**config.mk**
```make
export PLATFORM = sky130hd
export DESIGN_NAME = hack_cpu_mc
export DESIGN_NICKNAME = d
export VERILOG_FILES = /design/src/rtl/hack_cpu_mc.sv
export SDC_FILE = /design/constraint.sdc
export NUM_CORES = 1
export LEC_CHECK = 0
export BUFFER_PORTS_ARGS = -buffer_cell sky130_fd_sc_hd__buf_2
export CAP_MARGIN = 20
export CORE_UTILIZATION = 60
export CTS_BUF_LIST = sky130_fd_sc_hd__clkbuf_2
export CTS_CLUSTER_DIAMETER = 40
export DETAILED_ROUTE_END_ITERATION = 10
export PLACE_DENSITY_LB_ADDON = 0.15
export SLEW_MARGIN = 0
export SYNTH_ARGS = -nofsm -noshare
export SYNTH_HDL_FRONTEND = slang
export SYNTH_SLANG_ARGS = --single-unit
```
**constraint.sdc**
```tcl
create_clock -name clk_i -period 6.39 [get_ports clk_i]
set_input_delay 0.3195 -clock clk_i [delete_from_list [all_inputs] [get_ports clk_i]]
set_output_delay 0.3195 -clock clk_i [all_outputs]
set_load 0.1 [all_outputs]
```
**src/rtl/hack_cpu_mc.sv**
```systemverilog
// hack_cpu_mc: multi-cycle Hack CPU. It executes the Hack A/C instruction set
// against instruction and data memories that handshake with req/ack and may
// insert wait states on either port.
module hack_cpu_mc #(
   parameter int WIDTH    = 16,
   parameter int AW       = WIDTH - 1,
   parameter int RESET_PC = 0
) (
   input  logic             clk_i,
   input  logic             reset_n_i,
   output logic             imem_req_o,
   output logic [AW-1:0]    imem_addr_o,
   input  logic [WIDTH-1:0] imem_rdata_i,
   input  logic             imem_ack_i,
   output logic             dmem_re_o,
   output logic             dmem_we_o,
   output logic [AW-1:0]    dmem_addr_o,
   output logic [WIDTH-1:0] dmem_wdata_o,
   input  logic [WIDTH-1:0] dmem_rdata_i,
   input  logic             dmem_ack_i,
   output logic [AW-1:0]    pc_o,
   output logic             retire_o
);

   typedef enum logic [2:0] {
      S_RST, S_FETCH, S_DECODE, S_MREAD, S_EXEC, S_MWRITE
   } state_t;

   state_t           state_q;
   logic [WIDTH-1:0] a_q, d_q, ir_q, m_q, res_q;
   logic [AW-1:0]    pc_q;
   logic             imem_req_q, dmem_re_q, dmem_we_q, retire_q;

   logic [WIDTH-1:0] alu_x_d, alu_y_d, alu_out_d, result_d;
   logic [AW-1:0]    pc_inc_d, pc_commit_d;
   logic             zr_d, ng_d, taken_d;

   // ALU on the latched instruction; the committed result is the latched RES
   // when committing from MWRITE, otherwise the live ALU output.
   always_comb begin
      alu_x_d = ir_q[11] ? '0 : d_q;
      if (ir_q[10]) alu_x_d = ~alu_x_d;
      alu_y_d = ir_q[12] ? m_q : a_q;
      if (ir_q[9]) alu_y_d = '0;
      if (ir_q[8]) alu_y_d = ~alu_y_d;
      alu_out_d = ir_q[7] ? (alu_x_d + alu_y_d) : (alu_x_d & alu_y_d);
      if (ir_q[6]) alu_out_d = ~alu_out_d;
      result_d    = (state_q == S_MWRITE) ? res_q : alu_out_d;
      zr_d        = (result_d == '0);
      ng_d        = result_d[WIDTH-1];
      taken_d     = (ir_q[2] & ng_d) | (ir_q[1] & zr_d) | (ir_q[0] & ~ng_d & ~zr_d);
      pc_inc_d    = pc_q + AW'(1);
      pc_commit_d = taken_d ? a_q[AW-1:0] : pc_inc_d;
   end

   // Control FSM and architectural state; request strobes are registered and
   // drop on the edge that accepts the ack.
   always_ff @(posedge clk_i or negedge reset_n_i) begin
      if (!reset_n_i) begin
         state_q    <= S_RST;
         a_q        <= '0;
         d_q        <= '0;
         ir_q       <= '0;
         m_q        <= '0;
         res_q      <= '0;
         pc_q       <= AW'(RESET_PC);
         imem_req_q <= 1'b0;
         dmem_re_q  <= 1'b0;
         dmem_we_q  <= 1'b0;
         retire_q   <= 1'b0;
      end else begin
         retire_q <= 1'b0;
         case (state_q)
            S_RST: begin
               imem_req_q <= 1'b1;
               state_q    <= S_FETCH;
            end
            S_FETCH: begin
               if (imem_ack_i) begin
                  ir_q       <= imem_rdata_i;
                  imem_req_q <= 1'b0;
                  // A-type instructions retire in the DECODE cycle
                  retire_q   <= ~imem_rdata_i[WIDTH-1];
                  state_q    <= S_DECODE;
               end
            end
            S_DECODE: begin
               if (!ir_q[WIDTH-1]) begin
                  a_q        <= ir_q;
                  pc_q       <= pc_inc_d;
                  imem_req_q <= 1'b1;
                  state_q    <= S_FETCH;
               end else if (ir_q[12]) begin
                  dmem_re_q <= 1'b1;
                  state_q   <= S_MREAD;
               end else begin
                  retire_q <= ~ir_q[3];
                  state_q  <= S_EXEC;
               end
            end
            S_MREAD: begin
               if (dmem_ack_i) begin
                  m_q       <= dmem_rdata_i;
                  dmem_re_q <= 1'b0;
                  retire_q  <= ~ir_q[3];
                  state_q   <= S_EXEC;
               end
            end
            S_EXEC: begin
               if (ir_q[3]) begin
                  res_q     <= alu_out_d;
                  dmem_we_q <= 1'b1;
                  state_q   <= S_MWRITE;
               end else begin
                  if (ir_q[5]) a_q <= result_d;
                  if (ir_q[4]) d_q <= result_d;
                  pc_q       <= pc_commit_d;
                  imem_req_q <= 1'b1;
                  state_q    <= S_FETCH;
               end
            end
            S_MWRITE: begin
               if (dmem_ack_i) begin
                  if (ir_q[5]) a_q <= result_d;
                  if (ir_q[4]) d_q <= result_d;
                  pc_q       <= pc_commit_d;
                  dmem_we_q  <= 1'b0;
                  imem_req_q <= 1'b1;
                  state_q    <= S_FETCH;
               end
            end
            default: state_q <= S_RST;
         endcase
      end
   end

   // Output map; a store commits in whichever cycle its ack arrives, so that
   // retire term cannot be known a cycle ahead and is decoded from the ack.
   always_comb begin
      imem_req_o   = imem_req_q;
      imem_addr_o  = pc_q;
      dmem_re_o    = dmem_re_q;
      dmem_we_o    = dmem_we_q;
      dmem_addr_o  = a_q[AW-1:0];
      dmem_wdata_o = res_q;
      pc_o         = pc_q;
      retire_o     = retire_q | ((state_q == S_MWRITE) & dmem_ack_i);
   end

endmodule

```
==> After elaboration in Yosys (flattened, before gate mapping) <==
Cells that the tools add are included.
{ "totals": {"register_bits": 102, "input_bits": 36, "word_cells": 102} }
{ "op_classes": {"add_sub_neg": 2, "eq_ne": 13, "mux": 45, "bitwise_logic": 16, "reduce_logical": 15} }
{ "op_table": {"columns": ["operator", "count"], "rows": [
  ["$mux W16", 15],
  ["$mux W15", 4],
  ["$not A16 Y16", 3],
  ["$pmux W16 S3", 1],
  ["$pmux W15 S3", 1],
  ["$pmux W16 S2", 1],
  ["$mux W3", 6],
  ["$pmux W3 S6", 1],
  ["$add A16 B16 Y16", 1],
  ["$and A16 B16 Y16", 1],
  ["$logic_not A16 Y1", 1],
  ["$ne A2 B2 Y1 const B", 8],
  ["$add A15 B1 Y15 const B", 1],
  ["$mux W1", 12],
  ["$reduce_and A3 Y1", 3],
  ["$reduce_and A4 Y1", 2],
  ["$eq A3 B2 Y1 const B", 2],
  ["$eq A3 B3 Y1 const B", 2],
  ["$reduce_and A2 Y1", 3],
  ["$and A1 B1 Y1", 5],
  ["$pmux W1 S5", 1],
  ["$reduce_and A5 Y1", 1],
  ["$reduce_bool A5 Y1", 1],
  ["$not A1 Y1", 4],
  ["7 further kinds", 11]
]} }

==> Longest topological paths before layout <==
{ "logic_depth": {"ltp_word": 16, "depth_mapped": 18, "mapped_depth_nobuf": 15} }

==> Least setup slack after synthesis <==
Ideal clock, no wire load.
{ "synth_path": {"kind": "register to register", "from": "register ir_q[12]", "to": "register pc_q[0], in the netlist imem_addr_o[0]", "setup_ns": 0.126, "arrival_time_ns": 4.307, "setup_slack_ns": 1.958, "stages_incl_launch_ff": 18, "cell_sequence": "dfrtp_1 -> buf_1 -> mux2i_1 -> nor2_1 -> xor2_1 -> ha_1 -> fa_1 -> a211oi_2 -> o211a_4 -> nor2_2 -> o41a_1 -> a21o_1 -> nand3_2 -> and4b_4 -> a31o_4 -> or2_1 -> buf_6 -> o311a_1"} }
{ "synth_between": {"elab_chain_cells": 16, "word_cells_on_any_way": 23, "cone_classes": "add/sub: 1; mux: 10; bitwise: 11; reduce/logical: 1"} }
{ "synth_lines": {"columns": ["item", "line", "source"], "rows": [
  ["start: declaration", "30", "logic [WIDTH-1:0] a_q, d_q, ir_q, m_q, res_q;"],
  ["start signal: assignment", "80", "ir_q <= imem_rdata_i;"],
  ["$mux W16 *", "43", "alu_y_d = ir_q[12] ? m_q : a_q;"],
  ["$mux W16 *", "44", "if (ir_q[9]) alu_y_d = '0;"],
  ["$not A16 Y16", "45", "if (ir_q[8]) alu_y_d = ~alu_y_d;"],
  ["$mux W16 *", "45", null],
  ["$add A16 B16 Y16 or $and A16 B16 Y16 (tied branches)", "46", "alu_out_d = ir_q[7] ? (alu_x_d + alu_y_d) : (alu_x_d & alu_y_d);"],
  ["$mux W16 *", "46", null],
  ["$not A16 Y16", "47", "if (ir_q[6]) alu_out_d = ~alu_out_d;"],
  ["$mux W16 *", "47", null],
  ["$mux W16 *", "48", "result_d = (state_q == S_MWRITE) ? res_q : alu_out_d;"],
  ["$logic_not A16 Y1 or $not A1 Y1 (tied branches)", "49, 51", null],
  ["$and A1 B1 Y1 or $not A1 Y1 (tied branches)", "51", "taken_d = (ir_q[2] & ng_d) | (ir_q[1] & zr_d) | (ir_q[0] & ~ng_d & ~zr_d);"],
  ["$or A1 B1 Y1 or $and A1 B1 Y1 (tied branches)", "51", null],
  ["$or A1 B1 Y1 *", "51", null],
  ["$mux W15 *", "53", "pc_commit_d = taken_d ? a_q[AW-1:0] : pc_inc_d;"],
  ["$mux W15, on equally long branches", "123, 110", null],
  ["$pmux W15 S3 *", "73", "case (state_q)"],
  ["end signal: assignment", "66", "pc_q <= AW'(RESET_PC);"],
  ["end signal: assignment", "90", "pc_q <= pc_inc_d;"],
  ["end signal: assignment", "126", "pc_q <= pc_commit_d;"],
  ["end: declaration", "31", "logic [AW-1:0] pc_q;"]
]} }
Mark *: on every way between the ends. The rest lies on a longest branch, timed or not. The select of a mux whose other input is x is not followed.
A chain may end at the register's enable or synchronous reset.

==> Worst setup path in the final report <==
{ "layout_path": {"from": "register ir_q[12]", "to": "register pc_q[2], in the netlist imem_addr_o[2]"} }
Same word-level chain as after synthesis.

==> run summary <==
Count of input and output buffers - 100
CP bufs+invs - 0
Status - finished, final reports clean
Count of pins on the block boundary - 101
Post_cts resized - 0
Post-CTS setup buffers - 0
Synth Warn # - 0
Die ar. - 12700 µm²
Syn avg cell area - 8.99 µm²
Antenna Cells - 0
Main flop type after synthesis - dfrtp_1
CP Cell Sequence - mux2i_1 -> nor2_1 -> xor2_1 -> ha_1 -> fa_1 -> a211oi_2 -> o211a_4 -> o2111ai_1 -> and3_1 -> a211o_1 -> o21a_1 -> and4_4 -> a21oi_4 -> or2_1 -> o211ai_1
Clock skew - 0.0549 ns
Yosys reg bits - 102
CP arrival - 5.91 ns
CP endpoint kind - flip-flop
CP Max Fanout - 17
Largest net degree at the start of global routing - 53
Fmax - 0.185 GHz
Hold Crit Depth - 5
Detailed Place HPWL - 14.5 mm
Detailed-route DRC error count - 0
Clk buf depth - 2
Most frequent cells in the layout - dfrtp_1, buf_2, nand2_1
Most common cell after layout, fill and taps aside - dfrtp_1
Max-slew violations - 0
Setup TNS - 0 ns
First-pass GRT wire length - 32.1 mm
Slew HR - 27.2%
DR WL/cell - 19.5 µm
CP max-delay cell - dfrtp_1
Delay-heaviest family, CP - compound AO/OA/AOI/OAI gates
CTS sink cnt - 102
Initial DRC Count - 626
Routability cong. - 0.932
Routed vias/inst - 6.24
Slew of the pin with the lowest slew margin - 1.09 ns
Pre-antenna DRT Iters - 5
Ys async rst share - 100%
Die Y - 113 µm
Req. time, crit path - 6.89 ns
Hold Path Class - in -> reg
CTS Buf Count - 9
Netlist cell types - 78
FF-to-FF Start - ir_q[12]$_DFFE_PN0P_
Syn Inst Count - 816
RSZ-0062 raised after global routing - no
Area of the core - 12000 µm²
FF-to-FF End - imem_addr_o[2]$_DFFE_PN0P_
Initial antenna violation count - 0
Rows - 40
Mapped Nets - 870
R2r setup slk - 0.98 ns
Die Wd - 113 µm
Fraction of layout cells with a size suffix above 1 - 22.7%
Tmin final - 5.41 ns
Post-Route WL - 20.2 mm
WS Path Type - reg -> reg
CTS tree - done
Clock Latency Late Sink - 0.63 ns
Clock input transition at the sequential cells of the worst setup and hold paths - 0.32 ns
Startpoint types - flip-flop
Crit-path max cell delay - 0.77 ns
Antenna-violating nets left - 0
Starting Density - 61.3%
Final net count - 940
Setup violators final - 0
Hold Vio Cnt, Final - 0
Final period util - 84.7%
Grt ovf - 0
WHS Endpoint - imem_req_o$_DFFE_PN0P_
Register area share after synthesis - 34.8%
Vias in the first global route - 6149
Mapped Area - 7330 µm²
Clk root buf - clkbuf_2
Synth-to-layout area growth - 10.1%
CTS H-tree lvls - 3
Gr usage total - 32.7%
Reg2reg path depth - 15
DR vias - 6480
Max_cap viols - 0
Post-synth EDFFs - 0
HP Start - imem_ack_i
sequential cells by signal, indices dropped and copies added (netlist names):
register and flops:
m_q 16, imem_req_o 1, d_q 16, state_q 3
dmem_wdata_o 16, retire_q 1, a_q 16, ir_q 16
imem_addr_o 15, dmem_re_o 1, dmem_we_o 1
cells by family after synthesis:
family                     synth area share [%]
buffers and inverters                      6.72
muxes                                      11.1
adders and majority gates                  3.17
xor gates and xnor gates                   5.61
and+or+nand+nor                            19.2
DFF                                        34.8
AOI/OAI and AO/OA                          19.4
layout make-up:
class,count,area [µm²]
multi-input combinational,621,4300
sequential,102,2550
clock inverter,6,51.3
timing repair buffer,142,903
clock buffer,10,50.0
fill,963,3890
tap,147,184
inverter,10,37.5
worst max path at each step:
stage                         start                          to  slack [ns]  depth (start not counted)
5_1_grt        ir_q[12]$_DFFE_PN0P_  imem_addr_o[3]$_DFFE_PN0P_        0.73                         15
6_report       ir_q[12]$_DFFE_PN0P_  imem_addr_o[2]$_DFFE_PN0P_        0.98                         15
2_1_floorplan  ir_q[12]$_DFFE_PN0P_  imem_addr_o[0]$_DFFE_PN0P_        1.96                         17
3_5_place_dp   ir_q[12]$_DFFE_PN0P_  imem_addr_o[2]$_DFFE_PN0P_        1.13                         15
4_1_cts        ir_q[12]$_DFFE_PN0P_  imem_addr_o[4]$_DFFE_PN0P_        1.06                         15
3_3_place_gp   ir_q[12]$_DFFE_PN0P_  imem_addr_o[2]$_DFFE_PN0P_        1.21                         15
per-layer routing:
layer | track usage [%] | part of all wire, % | vias to the layer above
li1 | - | - | 3018
met1 | 44.6 | 44 | 3124
met2 | 50.5 | 46 | 289
met3 | 7.45 | 7.3 | 49
met4 | 13.1 | 3.2 | 0
met5 | 0 | 0 | -
per-stage QoR:
| stage | utilization (%) | instance area [µm²] | hold slack, ns | std cells | worst slack (ns) |
|---|---|---|---|---|---|
| floorplan | - | 7330 | 0.0239 | 816 | 1.96 |
| global placement | 63.8 | 7630 | 0.396 | 988 | 1.21 |
| detailed placement | 63.8 | 7630 | 0.416 | 988 | 1.13 |
| CTS | 67.5 | 8080 | 0.0915 | 1038 | 1.06 |
| global route | 67.5 | 8080 | 0.119 | 1038 | 0.733 |
| finish | 67.5 | 8080 | 0.133 | 1038 | 0.979 |
worst min-delay path, delay by kind of cell:
kind / cells / cell delay, ns
compound gates: 2 / 0.20
buf+inv: 1 / 0.10
mux: 1 / 0.10
simple gates: 1 / 0.05
cells in the mapped netlist (all sizes together), types with 22 or more instances:
| master | instances | area [µm²] |
|---|---|---|
| a21oi | 38 | 205 |
| buf | 47 | 319 |
| clkbuf | 36 | 136 |
| dfrtp | 102 | 2550 |
| mux2 | 44 | 495 |
| mux2i | 32 | 320 |
| nand2 | 95 | 357 |
| nand2b | 27 | 169 |
| nor2 | 56 | 213 |
| o211ai | 22 | 225 |
| o21ai | 51 | 259 |
| xor2 | 26 | 228 |
timing repair:
item | 4_1_cts | 5_1_grt
hold buffers | 34 | 0
endpoints found under the hold margin | 85 | 0
endpoints found under the setup margin | 0 | 0
Power is left out: the tool's default activity adds up to more than one toggle a clock period on the data nets, which glitch-free logic cannot reach.
